--- src/rtl/uart_pkg.sv ---
// +----------------------------------------------------------------------+
// | uart_pkg: register offsets, STATUS bit indices and FSM state types   |
// | Rev 1.0                                                              |
// +----------------------------------------------------------------------+
`default_nettype none

package uart_pkg;

  localparam logic [1:0] c_reg_txdata = 2'd0;
  localparam logic [1:0] c_reg_rxdata = 2'd1;
  localparam logic [1:0] c_reg_status = 2'd2;

  localparam int c_stat_tx_full   = 0;
  localparam int c_stat_tx_empty  = 1;
  localparam int c_stat_rx_empty  = 2;
  localparam int c_stat_rx_full   = 3;
  localparam int c_stat_overrun   = 4;
  localparam int c_stat_frame_err = 5;

  typedef enum logic [1:0] {
    TX_IDLE  = 2'd0,
    TX_START = 2'd1,
    TX_DATA  = 2'd2,
    TX_STOP  = 2'd3
  } tx_state_t;

  typedef enum logic [1:0] {
    RX_IDLE  = 2'd0,
    RX_START = 2'd1,
    RX_DATA  = 2'd2,
    RX_STOP  = 2'd3
  } rx_state_t;

endpackage

`default_nettype wire

--- src/rtl/uart_fifo.sv ---
// +----------------------------------------------------------------------+
// | uart_fifo: synchronous show-ahead FIFO, extra pointer bit for full   |
// | Rev 1.0                                                              |
// +----------------------------------------------------------------------+
`default_nettype none

module uart_fifo #(
  parameter int WIDTH = 8,
  parameter int DEPTH = 8
) (
  input  logic             clk,
  input  logic             rst_n,
  input  logic             push,
  input  logic             pop,
  input  logic [WIDTH-1:0] wdata,
  output logic [WIDTH-1:0] rdata,
  output logic             full,
  output logic             empty
);

  localparam int AW = $clog2(DEPTH);

  logic [WIDTH-1:0] r_mem [DEPTH];
  logic [AW:0]      r_wr_ptr;
  logic [AW:0]      r_rd_ptr;
  logic             w_do_push;
  logic             w_do_pop;

  assign empty = (r_wr_ptr == r_rd_ptr);
  assign full  = (r_wr_ptr[AW] != r_rd_ptr[AW]) &&
                 (r_wr_ptr[AW-1:0] == r_rd_ptr[AW-1:0]);

  // A pop frees the slot this cycle, so a push into a full FIFO may proceed.
  assign w_do_pop  = pop & ~empty;
  assign w_do_push = push & (~full | w_do_pop);
  assign rdata     = r_mem[r_rd_ptr[AW-1:0]];

  always_ff @(posedge clk or negedge rst_n) begin
    if (!rst_n) begin
      r_wr_ptr <= '0;
      r_rd_ptr <= '0;
    end else begin
      if (w_do_push) r_wr_ptr <= r_wr_ptr + 1'b1;
      if (w_do_pop)  r_rd_ptr <= r_rd_ptr + 1'b1;
    end
  end

  always_ff @(posedge clk) begin
    if (w_do_push) r_mem[r_wr_ptr[AW-1:0]] <= wdata;
  end

endmodule

`default_nettype wire

--- src/rtl/uart_mmio.sv ---
// +----------------------------------------------------------------------+
// | uart_mmio: memory-mapped 8N1 UART with TX/RX FIFOs and sticky status |
// | Rev 1.0                                                              |
// +----------------------------------------------------------------------+
`default_nettype none

module uart_mmio #(
  parameter int CLOCK_FREQ       = 25000000,
  parameter int BIT_RATE         = 9600,
  parameter int UART_BUFFER_SIZE = 8
) (
  input  logic        clk,
  input  logic        rst_n,
  input  logic        rd_en_i,
  input  logic        wr_en_i,
  input  logic [31:0] addr_i,
  input  logic [31:0] data_i,
  output logic [31:0] data_o,
  output logic        ack_o,
  input  logic        rx,
  output logic        tx
);

  import uart_pkg::*;

  localparam int CLKS_PER_BIT = CLOCK_FREQ / BIT_RATE;
  localparam int CNT_W        = $clog2(CLKS_PER_BIT);

  localparam logic [CNT_W-1:0] c_cnt_last = CNT_W'(CLKS_PER_BIT - 1);
  localparam logic [CNT_W-1:0] c_cnt_half = CNT_W'(CLKS_PER_BIT / 2 - 1);
  localparam logic [CNT_W-1:0] c_cnt_one  = CNT_W'(1);

  // Bus side
  logic        r_ack;
  logic [31:0] r_data;
  logic        w_accept;
  logic        w_is_wr;
  logic [1:0]  w_reg;
  logic [31:0] w_status;
  logic [31:0] w_rd_data;
  logic        w_stat_clr;
  logic        w_unused_bits;

  // FIFO side
  logic       w_tx_push, w_tx_pop, w_tx_full, w_tx_empty;
  logic [7:0] w_tx_rdata;
  logic       w_rx_pop, w_rx_full, w_rx_empty;
  logic [7:0] w_rx_rdata;

  // TX FSM
  tx_state_t        r_tx_state;
  logic [CNT_W-1:0] r_tx_cnt;
  logic [2:0]       r_tx_bit;
  logic [7:0]       r_tx_shift;
  logic             r_tx;

  // RX FSM
  rx_state_t        r_rx_state;
  logic [CNT_W-1:0] r_rx_cnt;
  logic [2:0]       r_rx_bit;
  logic [7:0]       r_rx_shift;
  logic             r_rx_s1, r_rx_s2, r_rx_prev;
  logic             r_rx_push;
  logic             r_overrun;
  logic             r_frame_err;

  assign w_unused_bits = ^{addr_i[31:4], addr_i[1:0], data_i[31:8]};

  // Simultaneous read and write requests are handled as a write.
  assign w_accept   = ~r_ack & (rd_en_i | wr_en_i);
  assign w_is_wr    = wr_en_i;
  assign w_reg      = addr_i[3:2];
  assign w_tx_push  = w_accept & w_is_wr & (w_reg == c_reg_txdata);
  assign w_stat_clr = w_accept & w_is_wr & (w_reg == c_reg_status);
  assign w_rx_pop   = w_accept & ~w_is_wr & (w_reg == c_reg_rxdata) & ~w_rx_empty;

  always_comb begin
    w_status                   = '0;
    w_status[c_stat_tx_full]   = w_tx_full;
    w_status[c_stat_tx_empty]  = w_tx_empty;
    w_status[c_stat_rx_empty]  = w_rx_empty;
    w_status[c_stat_rx_full]   = w_rx_full;
    w_status[c_stat_overrun]   = r_overrun;
    w_status[c_stat_frame_err] = r_frame_err;
  end

  always_comb begin
    w_rd_data = '0;
    if (!w_is_wr) begin
      case (w_reg)
        c_reg_rxdata: if (!w_rx_empty) w_rd_data = {24'b0, w_rx_rdata};
        c_reg_status: w_rd_data = w_status;
        default:      w_rd_data = '0;
      endcase
    end
  end

  always_ff @(posedge clk or negedge rst_n) begin
    if (!rst_n) begin
      r_ack  <= 1'b0;
      r_data <= '0;
    end else begin
      r_ack  <= w_accept;
      r_data <= w_accept ? w_rd_data : '0;
    end
  end

  assign ack_o  = r_ack;
  assign data_o = r_data;

  uart_fifo #(.WIDTH(8), .DEPTH(UART_BUFFER_SIZE)) u_tx_fifo (
    .clk   (clk),
    .rst_n (rst_n),
    .push  (w_tx_push),
    .pop   (w_tx_pop),
    .wdata (data_i[7:0]),
    .rdata (w_tx_rdata),
    .full  (w_tx_full),
    .empty (w_tx_empty)
  );

  uart_fifo #(.WIDTH(8), .DEPTH(UART_BUFFER_SIZE)) u_rx_fifo (
    .clk   (clk),
    .rst_n (rst_n),
    .push  (r_rx_push),
    .pop   (w_rx_pop),
    .wdata (r_rx_shift),
    .rdata (w_rx_rdata),
    .full  (w_rx_full),
    .empty (w_rx_empty)
  );

  // Load a new frame from idle, or straight out of the last stop-bit cycle.
  assign w_tx_pop = ~w_tx_empty &
                    ((r_tx_state == TX_IDLE) ||
                     ((r_tx_state == TX_STOP) && (r_tx_cnt == c_cnt_last)));

  always_ff @(posedge clk or negedge rst_n) begin
    if (!rst_n) begin
      r_tx_state <= TX_IDLE;
      r_tx_cnt   <= '0;
      r_tx_bit   <= '0;
      r_tx_shift <= '0;
      r_tx       <= 1'b1;
    end else begin
      case (r_tx_state)
        TX_START: r_tx <= 1'b0;
        TX_DATA:  r_tx <= r_tx_shift[0];
        default:  r_tx <= 1'b1;
      endcase

      if (w_tx_pop) begin
        r_tx_shift <= w_tx_rdata;
        r_tx_cnt   <= '0;
        r_tx_state <= TX_START;
      end else begin
        case (r_tx_state)
          TX_IDLE: r_tx_cnt <= '0;
          TX_START: begin
            if (r_tx_cnt == c_cnt_last) begin
              r_tx_cnt   <= '0;
              r_tx_bit   <= '0;
              r_tx_state <= TX_DATA;
            end else begin
              r_tx_cnt <= r_tx_cnt + c_cnt_one;
            end
          end
          TX_DATA: begin
            if (r_tx_cnt == c_cnt_last) begin
              r_tx_cnt   <= '0;
              r_tx_shift <= {1'b0, r_tx_shift[7:1]};
              r_tx_bit   <= r_tx_bit + 3'd1;
              if (r_tx_bit == 3'd7) r_tx_state <= TX_STOP;
            end else begin
              r_tx_cnt <= r_tx_cnt + c_cnt_one;
            end
          end
          TX_STOP: begin
            if (r_tx_cnt == c_cnt_last) begin
              r_tx_cnt   <= '0;
              r_tx_state <= TX_IDLE;
            end else begin
              r_tx_cnt <= r_tx_cnt + c_cnt_one;
            end
          end
          default: r_tx_state <= TX_IDLE;
        endcase
      end
    end
  end

  assign tx = r_tx;

  // Sticky flags share this block so a set in the same cycle overrides a clear.
  always_ff @(posedge clk or negedge rst_n) begin
    if (!rst_n) begin
      r_rx_s1     <= 1'b1;
      r_rx_s2     <= 1'b1;
      r_rx_prev   <= 1'b1;
      r_rx_state  <= RX_IDLE;
      r_rx_cnt    <= '0;
      r_rx_bit    <= '0;
      r_rx_shift  <= '0;
      r_rx_push   <= 1'b0;
      r_overrun   <= 1'b0;
      r_frame_err <= 1'b0;
    end else begin
      r_rx_s1   <= rx;
      r_rx_s2   <= r_rx_s1;
      r_rx_prev <= r_rx_s2;
      r_rx_push <= 1'b0;
      if (w_stat_clr) begin
        r_overrun   <= 1'b0;
        r_frame_err <= 1'b0;
      end

      case (r_rx_state)
        RX_IDLE: begin
          if (r_rx_prev && !r_rx_s2) begin
            r_rx_cnt   <= '0;
            r_rx_state <= RX_START;
          end
        end
        RX_START: begin
          if (r_rx_cnt == c_cnt_half) begin
            r_rx_cnt   <= '0;
            r_rx_bit   <= '0;
            r_rx_state <= r_rx_s2 ? RX_IDLE : RX_DATA;
          end else begin
            r_rx_cnt <= r_rx_cnt + c_cnt_one;
          end
        end
        RX_DATA: begin
          if (r_rx_cnt == c_cnt_last) begin
            r_rx_cnt   <= '0;
            r_rx_shift <= {r_rx_s2, r_rx_shift[7:1]};
            r_rx_bit   <= r_rx_bit + 3'd1;
            if (r_rx_bit == 3'd7) r_rx_state <= RX_STOP;
          end else begin
            r_rx_cnt <= r_rx_cnt + c_cnt_one;
          end
        end
        RX_STOP: begin
          if (r_rx_cnt == c_cnt_last) begin
            r_rx_cnt   <= '0;
            r_rx_state <= RX_IDLE;
            if (!r_rx_s2)       r_frame_err <= 1'b1;
            else if (w_rx_full) r_overrun   <= 1'b1;
            else                r_rx_push   <= 1'b1;
          end else begin
            r_rx_cnt <= r_rx_cnt + c_cnt_one;
          end
        end
        default: r_rx_state <= RX_IDLE;
      endcase
    end
  end

endmodule

`default_nettype wire
--- config.mk ---
export PLATFORM = sky130hd
export DESIGN_NAME = uart_mmio
export DESIGN_NICKNAME = d
export VERILOG_FILES = /design/src/rtl/uart_pkg.sv /design/src/rtl/uart_fifo.sv /design/src/rtl/uart_mmio.sv
export SDC_FILE = /design/constraint.sdc
export NUM_CORES = 1
export LEC_CHECK = 0
export CORE_ASPECT_RATIO = 0.9
export CORE_MARGIN = 2
export CORE_UTILIZATION = 45
export DETAILED_ROUTE_END_ITERATION = 7
export DONT_BUFFER_PORTS = 1
export GPL_ROUTABILITY_DRIVEN = 0
export PLACE_DENSITY = 0.69
export SLEW_MARGIN = 5
export SYNTH_ARGS = -nofsm -noshare
export SYNTH_HDL_FRONTEND = slang
export SYNTH_SLANG_ARGS = --single-unit
--- constraint.sdc ---
create_clock -name clk -period 3.65 [get_ports clk]
set_clock_uncertainty 0.2 [all_clocks]
set_input_delay 0.73 -clock clk [delete_from_list [all_inputs] [get_ports clk]]
set_output_delay 0.73 -clock clk [all_outputs]
set_load 0.005 [all_outputs]
==> results of run 1 <==
-- final cells by class --
cell class | count | area [um^2] | share of cell area
Clock buffer | 35 | 690.7 | 0.06723
Clock inverter | 7 | 92.59 | 0.009013
Inverter | 23 | 86.33 | 0.008404
Multi-Input combinational cell | 371 | 2995 | 0.2916
Sequential cell | 210 | 5901 | 0.5744
Tap cell | 255 | 319.1 | 0.03106
Timing Repair Buffer | 22 | 187.7 | 0.01827
-- through the flow --
stage | setup WS, ns | power [mW] | instances | util | area, um^2
5_1_grt | 0.6685 | 5.582 | 923 | 0.5140 | 10270
2_1_floorplan | 0.6110 | 3.012 | 654 | - | 9268
6_report | 0.7987 | 5.385 | 923 | 0.5140 | 10270
3_3_place_gp | 0.8625 | 3.034 | 879 | 0.4726 | 9445
3_5_place_dp | 0.7584 | 3.069 | 879 | 0.4726 | 9445
4_1_cts | 0.7490 | 5.431 | 923 | 0.5136 | 10270
-- flip-flops by register name, summed over array words and instances, names as in the netlist, 2 cells and up, named ones only --
signal and cells:
r_rx_cnt 12, u_rx_fifo.r_mem 64, r_tx_state 2, r_tx_shift 8, u_tx_fifo.r_rd_ptr 4, u_rx_fifo.r_wr_ptr 4, u_tx_fifo.r_mem 64, u_tx_fifo.r_wr_ptr 4
r_rx_bit 3, data_o 8, r_tx_cnt 12, r_rx_shift 8, r_tx_bit 3, u_rx_fifo.r_rd_ptr 4
-- cells by family after synthesis --
| group | after synthesis |
|---|---|
| other | 1 |
| AND/OR/NAND/NOR | 160 |
| AO/OA/AOI/OAI | 75 |
| XOR/XNOR | 31 |
| multiplexers | 62 |
| flip-flops | 210 |
| buffers and inverters | 73 |
| adder cells (fa/ha/maj) | 19 |
-- critical path: stages (launching register included) --
cell and delay (ns):
dfrtp_1 0.46, or4_4 0.57, o41ai_4 0.45, o2111ai_4 0.25
or2_4 0.31, nor3_2 0.12, buf_4 0.21
-- routing by layer --
layer	routed length, um	track usage	up-vias
met5	0	0	-
li1	-	-	2348
met4	418	0.04435	0
met2	8280	0.2681	126
met3	790	0.02523	34
met1	6926	0.2037	2533
-- where the power goes --
group	switching, mW	internal [mW]	leakage (nW)
logic	0.180	0.132	1.31
registers	0.133	2.60	2.38
clock network	0.894	1.45	0.386
-- cells in the final DEF, fill, tap and decap left out, types with 23 or more instances in the layout --
cell	n
clkbuf_16	23
nand2_1	40
inv_1	23
nor2_1	32
dfrtp_1	78
edfxtp_1	128
mux4_2	32
conb_1	24
-- path summary, 6_finish.rpt --
path | end | slack (ns) | start | cells past startpoint
min in group asynchronous | r_rx_cnt[10] | 0.57 | rst_n | 2
setup reg to reg | u_tx_fifo.r_mem[4][3] | 0.80 | r_tx_cnt[6] | 6
setup / recovery | u_tx_fifo.r_mem[4][3] | 0.80 | r_tx_cnt[6] | 6
hold / removal | r_rx_s1 | 0.02 | rx | 0
max in group asynchronous | tx | 2.28 | rst_n | 2
hold reg to reg | r_rx_s2 | 0.15 | r_rx_s1 | 0
-- timing repair --
action                                 in CTS  in global routing
setup buffers                               0                  0
endpoints found under the hold margin      82                  0
hold buffers                                2                  0
==> flow_metrics.env, run 1 <==
export IMPL_synthFlopType="edfxtp_1"
export IMPL_fp_dieW_um=154.6
export IMPL_syn_to_final_growth_pct=11.88
export IMPL_cts_tree="done"
export IMPL_period_share=0.7812
export IMPL_relSlewSlack=0.2920
export IMPL_ys_warn_count=0
export IMPL_grt_pass1_wl_um=26560
export IMPL_end_kind="register"
export IMPL_cp_arrival_ns=2.86
export IMPL_synthXorXnorAreaFrac=0.02957
export IMPL_clkTransAtPathRegs_ns=0.06
export IMPL_core_area_mm2=0.01999
export IMPL_synth_top_family_by_area="multiplexers"
export IMPL_diodes=0
export IMPL_synth_simple_area_share=0.09349
export IMPL_grt_antenna_before_repair=0
export IMPL_cts_resized_gates=0
export IMPL_worstPathRequired_ns=3.66
export IMPL_numPortBuffers=0
export IMPL_synthArstFlopShare=0.3905
export IMPL_drt_pre_antenna_iters=7
export IMPL_start_kind="register"
export IMPL_synth_fa_ha_area_frac=0.02589
export IMPL_grt_pass1_vias=5150
export IMPL_synth_top_cell_by_area="edfxtp_1"
export IMPL_fin_tns_setup_ns=0
export IMPL_wl_per_cell_um=17.78
export IMPL_grt_use_total=0.1550
export IMPL_grt_ovfl_total=0
export IMPL_min_period_ns=2.851
export IMPL_insertion_delay_ns=0.50
export IMPL_rsz0062_at_grt="false"
export IMPL_hold_viol_final=0
export IMPL_hold_class="primary input to register"
export IMPL_synth_area_top_cells="edfxtp_1, dfrtp_1, mux4_2"
export IMPL_synth_top_area_frac=0.4186
export IMPL_synth_cell_area_mm2=0.009181
export IMPL_fin_nets=739
export IMPL_post_dp_hpwl_um=10660
export IMPL_die_h_um=139.5
export IMPL_fillers=1628
export IMPL_drv_slew=0
export IMPL_start_util=0.4594
export IMPL_ys_seq_area_frac=0.6427
export IMPL_cap_violations=0
export IMPL_netlist_instances=631
export IMPL_synth_common_cells="edfxtp_1, dfrtp_1, nand2_1"
export IMPL_crit_fanout=9
export IMPL_viasPerCell=5.462
export IMPL_ys_types=60
export IMPL_dieArea_mm2=0.02156
export IMPL_synth_mux_area_frac=0.1126
export IMPL_outcome="complete, no violations"
export IMPL_clockBufferDepth=3
export IMPL_grt_max_degree=83
export IMPL_setup_viol=0
export IMPL_max_freq_mhz=350.7
export IMPL_postSynthAreaPerCell_um2=14.55
export IMPL_drc=0
export IMPL_ys_ff_latch=210
export IMPL_vias=5041
export IMPL_power_density_mw_per_mm2=524.3
export IMPL_synth_edf_count=128
export IMPL_ios=103
export IMPL_ant_nets=0
export IMPL_numCtsBuffers=23
export IMPL_rows=49
export IMPL_critPathKind="register to register"
export IMPL_synthMostInstantiatedCell="edfxtp_1"
export IMPL_drive_above_1_share=0.1751
export IMPL_holdWs_ns=0.02246
export IMPL_p_leak_nw=4.079
export IMPL_ir_worst_vdd_mv=0.3094
export IMPL_synth_compound_area_frac=0.05424
export IMPL_worst_pin_slew_ns=1.051
export IMPL_first_iter_violations=397
export IMPL_routed_wl_um=16420
export IMPL_cts_root_buf="clkbuf_16"
export IMPL_cts_sinks=210
export IMPL_htreeDepth=1
Power figures use the tool's default switching activity.
==> inputs of run 2 (changes only) <==
PLACE_DENSITY = 0.71   (was 0.69)
clock period = 2.3 ns   (was 3.65 ns; I/O delays follow)
==> run 2 against run 1 <==
The flow now finishes with violations (negative hold slack, negative setup slack). Clock-buffer cell count decreased by 2. Register-to-register slack got worse by 1.0 ns. Flip-flop and latch count unchanged. Non-clock buffer count increased by 56. Power increased by 63%. Cell area increased by 7.3%. Sequential share of layout area decreased by 3.9 points. Worst setup slack got worse by 1.0 ns. Critical endpoint is now u_tx_fifo.r_mem[4][4]. Largest cell class unchanged.
==> flow_metrics.env, run 2 (synthesized netlist as in run 1, its figures left out) <==
export IMPL_drive_above_1_share=0.2645
export IMPL_violations="negative hold slack, negative setup slack"
export IMPL_rsz0062_at_grt="true"
export IMPL_vias=5306
export IMPL_cp_arrival_ns=2.51
export IMPL_viasPerCell=5.431
export IMPL_final_cell_mix="edfxtp_1, dfrtp_1, buf_4"
export IMPL_outcome="complete, but fails checks"
export IMPL_core_area_mm2=0.01999
export IMPL_critPathKind="register to register"
export IMPL_rows=49
export IMPL_hold_class="primary input to async pin"
export IMPL_start_kind="register"
export IMPL_grt_antenna_before_repair=0
export IMPL_end_kind="register"
export IMPL_drc=0
export IMPL_worst_pin_slew_ns=1.091
export IMPL_die_h_um=139.5
export IMPL_cts_sinks=210
export IMPL_grt_pass1_wl_um=28660
export IMPL_min_period_ns=2.504
export IMPL_cap_violations=0
export IMPL_diodes=0
export IMPL_regArea_mm2=0.005901
export IMPL_drv_slew=0
export IMPL_holdWs_ns=-0.5394
export IMPL_r2r_slack_ns=-0.20
export IMPL_syn_to_final_growth_pct=20.10
export IMPL_worstPathRequired_ns=2.31
export IMPL_grt_ovfl_total=0
export IMPL_first_iter_violations=402
export IMPL_fin_nets=794
export IMPL_grt_max_degree=83
export IMPL_numCtsBuffers=22
export IMPL_postCtsHoldBufs=11
export IMPL_fp_dieW_um=154.6
export IMPL_ant_nets=0
export IMPL_fin_tns_setup_ns=-10.29
export IMPL_dieArea_mm2=0.02156
export IMPL_clockBufferDepth=3
export IMPL_relSlewSlack=0.2647
export IMPL_grt_pass1_vias=5438
export IMPL_stdcell_count=977
export IMPL_insertion_delay_ns=0.50
export IMPL_wl_per_cell_um=18.24
export IMPL_post_dp_hpwl_um=11130
export IMPL_fillers=1514
export IMPL_start_util=0.4594
export IMPL_power_density_mw_per_mm2=794.4
export IMPL_ios=103
export IMPL_p_leak_nw=4.375
export IMPL_setup_viol=65
export IMPL_drt_pre_antenna_iters=4
export IMPL_placed_cells=921
export IMPL_routed_wl_um=17820
export IMPL_hold_viol_final=82
export IMPL_max_freq_mhz=399.3
export IMPL_r2r_start="r_tx_cnt[4]"
export IMPL_clkTransAtPathRegs_ns=0.06
export IMPL_htreeDepth=1
export IMPL_cts_root_buf="clkbuf_16"
export IMPL_cp_startpoint="r_tx_cnt[4]"
export IMPL_grt_use_total=0.1663
export IMPL_setup_slack_ns=-0.2041
export IMPL_cts_tree="done"
export IMPL_ir_worst_vdd_mv=0.6045
export IMPL_mostFrequentLayoutCell="edfxtp_1"
export IMPL_crit_fanout=4
export IMPL_numPortBuffers=0
export IMPL_period_share=1.089
export IMPL_multi_input_comb_area_mm2=0.003273
[run 2: cell count changes in the layout (fill, tap and decap cells not counted), sizes merged]
cell / before / now
clkinvlp: 0 / 2
inv: 25 / 22
dlygate4sd3: 1 / 11
clkbuf: 35 / 33
bufinv: 2 / 3
buf: 21 / 67
[run 2: worst max-delay path: stages, from the launching register on]
cell and delay, ns:
dfrtp_1 0.37, or4_4 0.55, o41ai_4 0.33, o2111ai_4 0.16
or2_4 0.30, nor3_4 0.14, buf_4 0.17
[run 2: cell type report]
type	count	share of cell area
Timing Repair Buffer	78	0.06173
Inverter	23	0.008170
Clock buffer	33	0.05923
Multi-Input combinational cell	371	0.2968
Tap cell	255	0.02893
Sequential cell	210	0.5351
Clock inverter	7	0.009985
[run 2: final timing paths]
check / endpoint / cells past startpoint
worst max-delay path: u_tx_fifo.r_mem[4][4] / 6
max in group asynchronous: tx / 0
worst max register to register: u_tx_fifo.r_mem[4][4] / 6
min in group clk: r_frame_err / 3
worst min-delay path: r_rx_cnt[1] / 0
worst min register to register: r_rx_s2 / 0
[run 2: per-layer routing]
layer  vias up  global-route usage  wire length [um]
li1       2451                   -                 -
met1      2695              0.2264              7665
met2       141              0.2798              9043
met3        19             0.02709               841
met4         0             0.04581               267
met5         -                   0                 0
[run 2: report_power, final]
group          switching [mW]  internal, mW
registers               0.129          4.13
logic                   0.470         0.358
clock network            1.38          2.29
total                    1.98          6.78
[run 2: through the flow]
| stage | worst slack, ns | area, um^2 | power, mW | utilization |
|---|---|---|---|---|
| finish | -0.2041 | 11030 | 8.760 | 0.5517 |
| global route | -0.3068 | 11030 | 9.091 | 0.5517 |
| CTS | -0.2199 | 10890 | 8.777 | 0.5450 |
| detailed placement | -0.2918 | 9907 | 5.024 | 0.4957 |
| global placement | -0.3056 | 9907 | 4.983 | 0.4957 |
| floorplan | -0.4308 | 9392 | 4.827 | - |
[run 2: repair_timing]
action / CTS / global route
endpoints found under the hold margin: 148 / 82
cloned: 0 / 2
resized for setup: 14 / 27
buffers inserted: 3 / 1
endpoints found under the setup margin: 81 / 110
pin swaps: 8 / 10
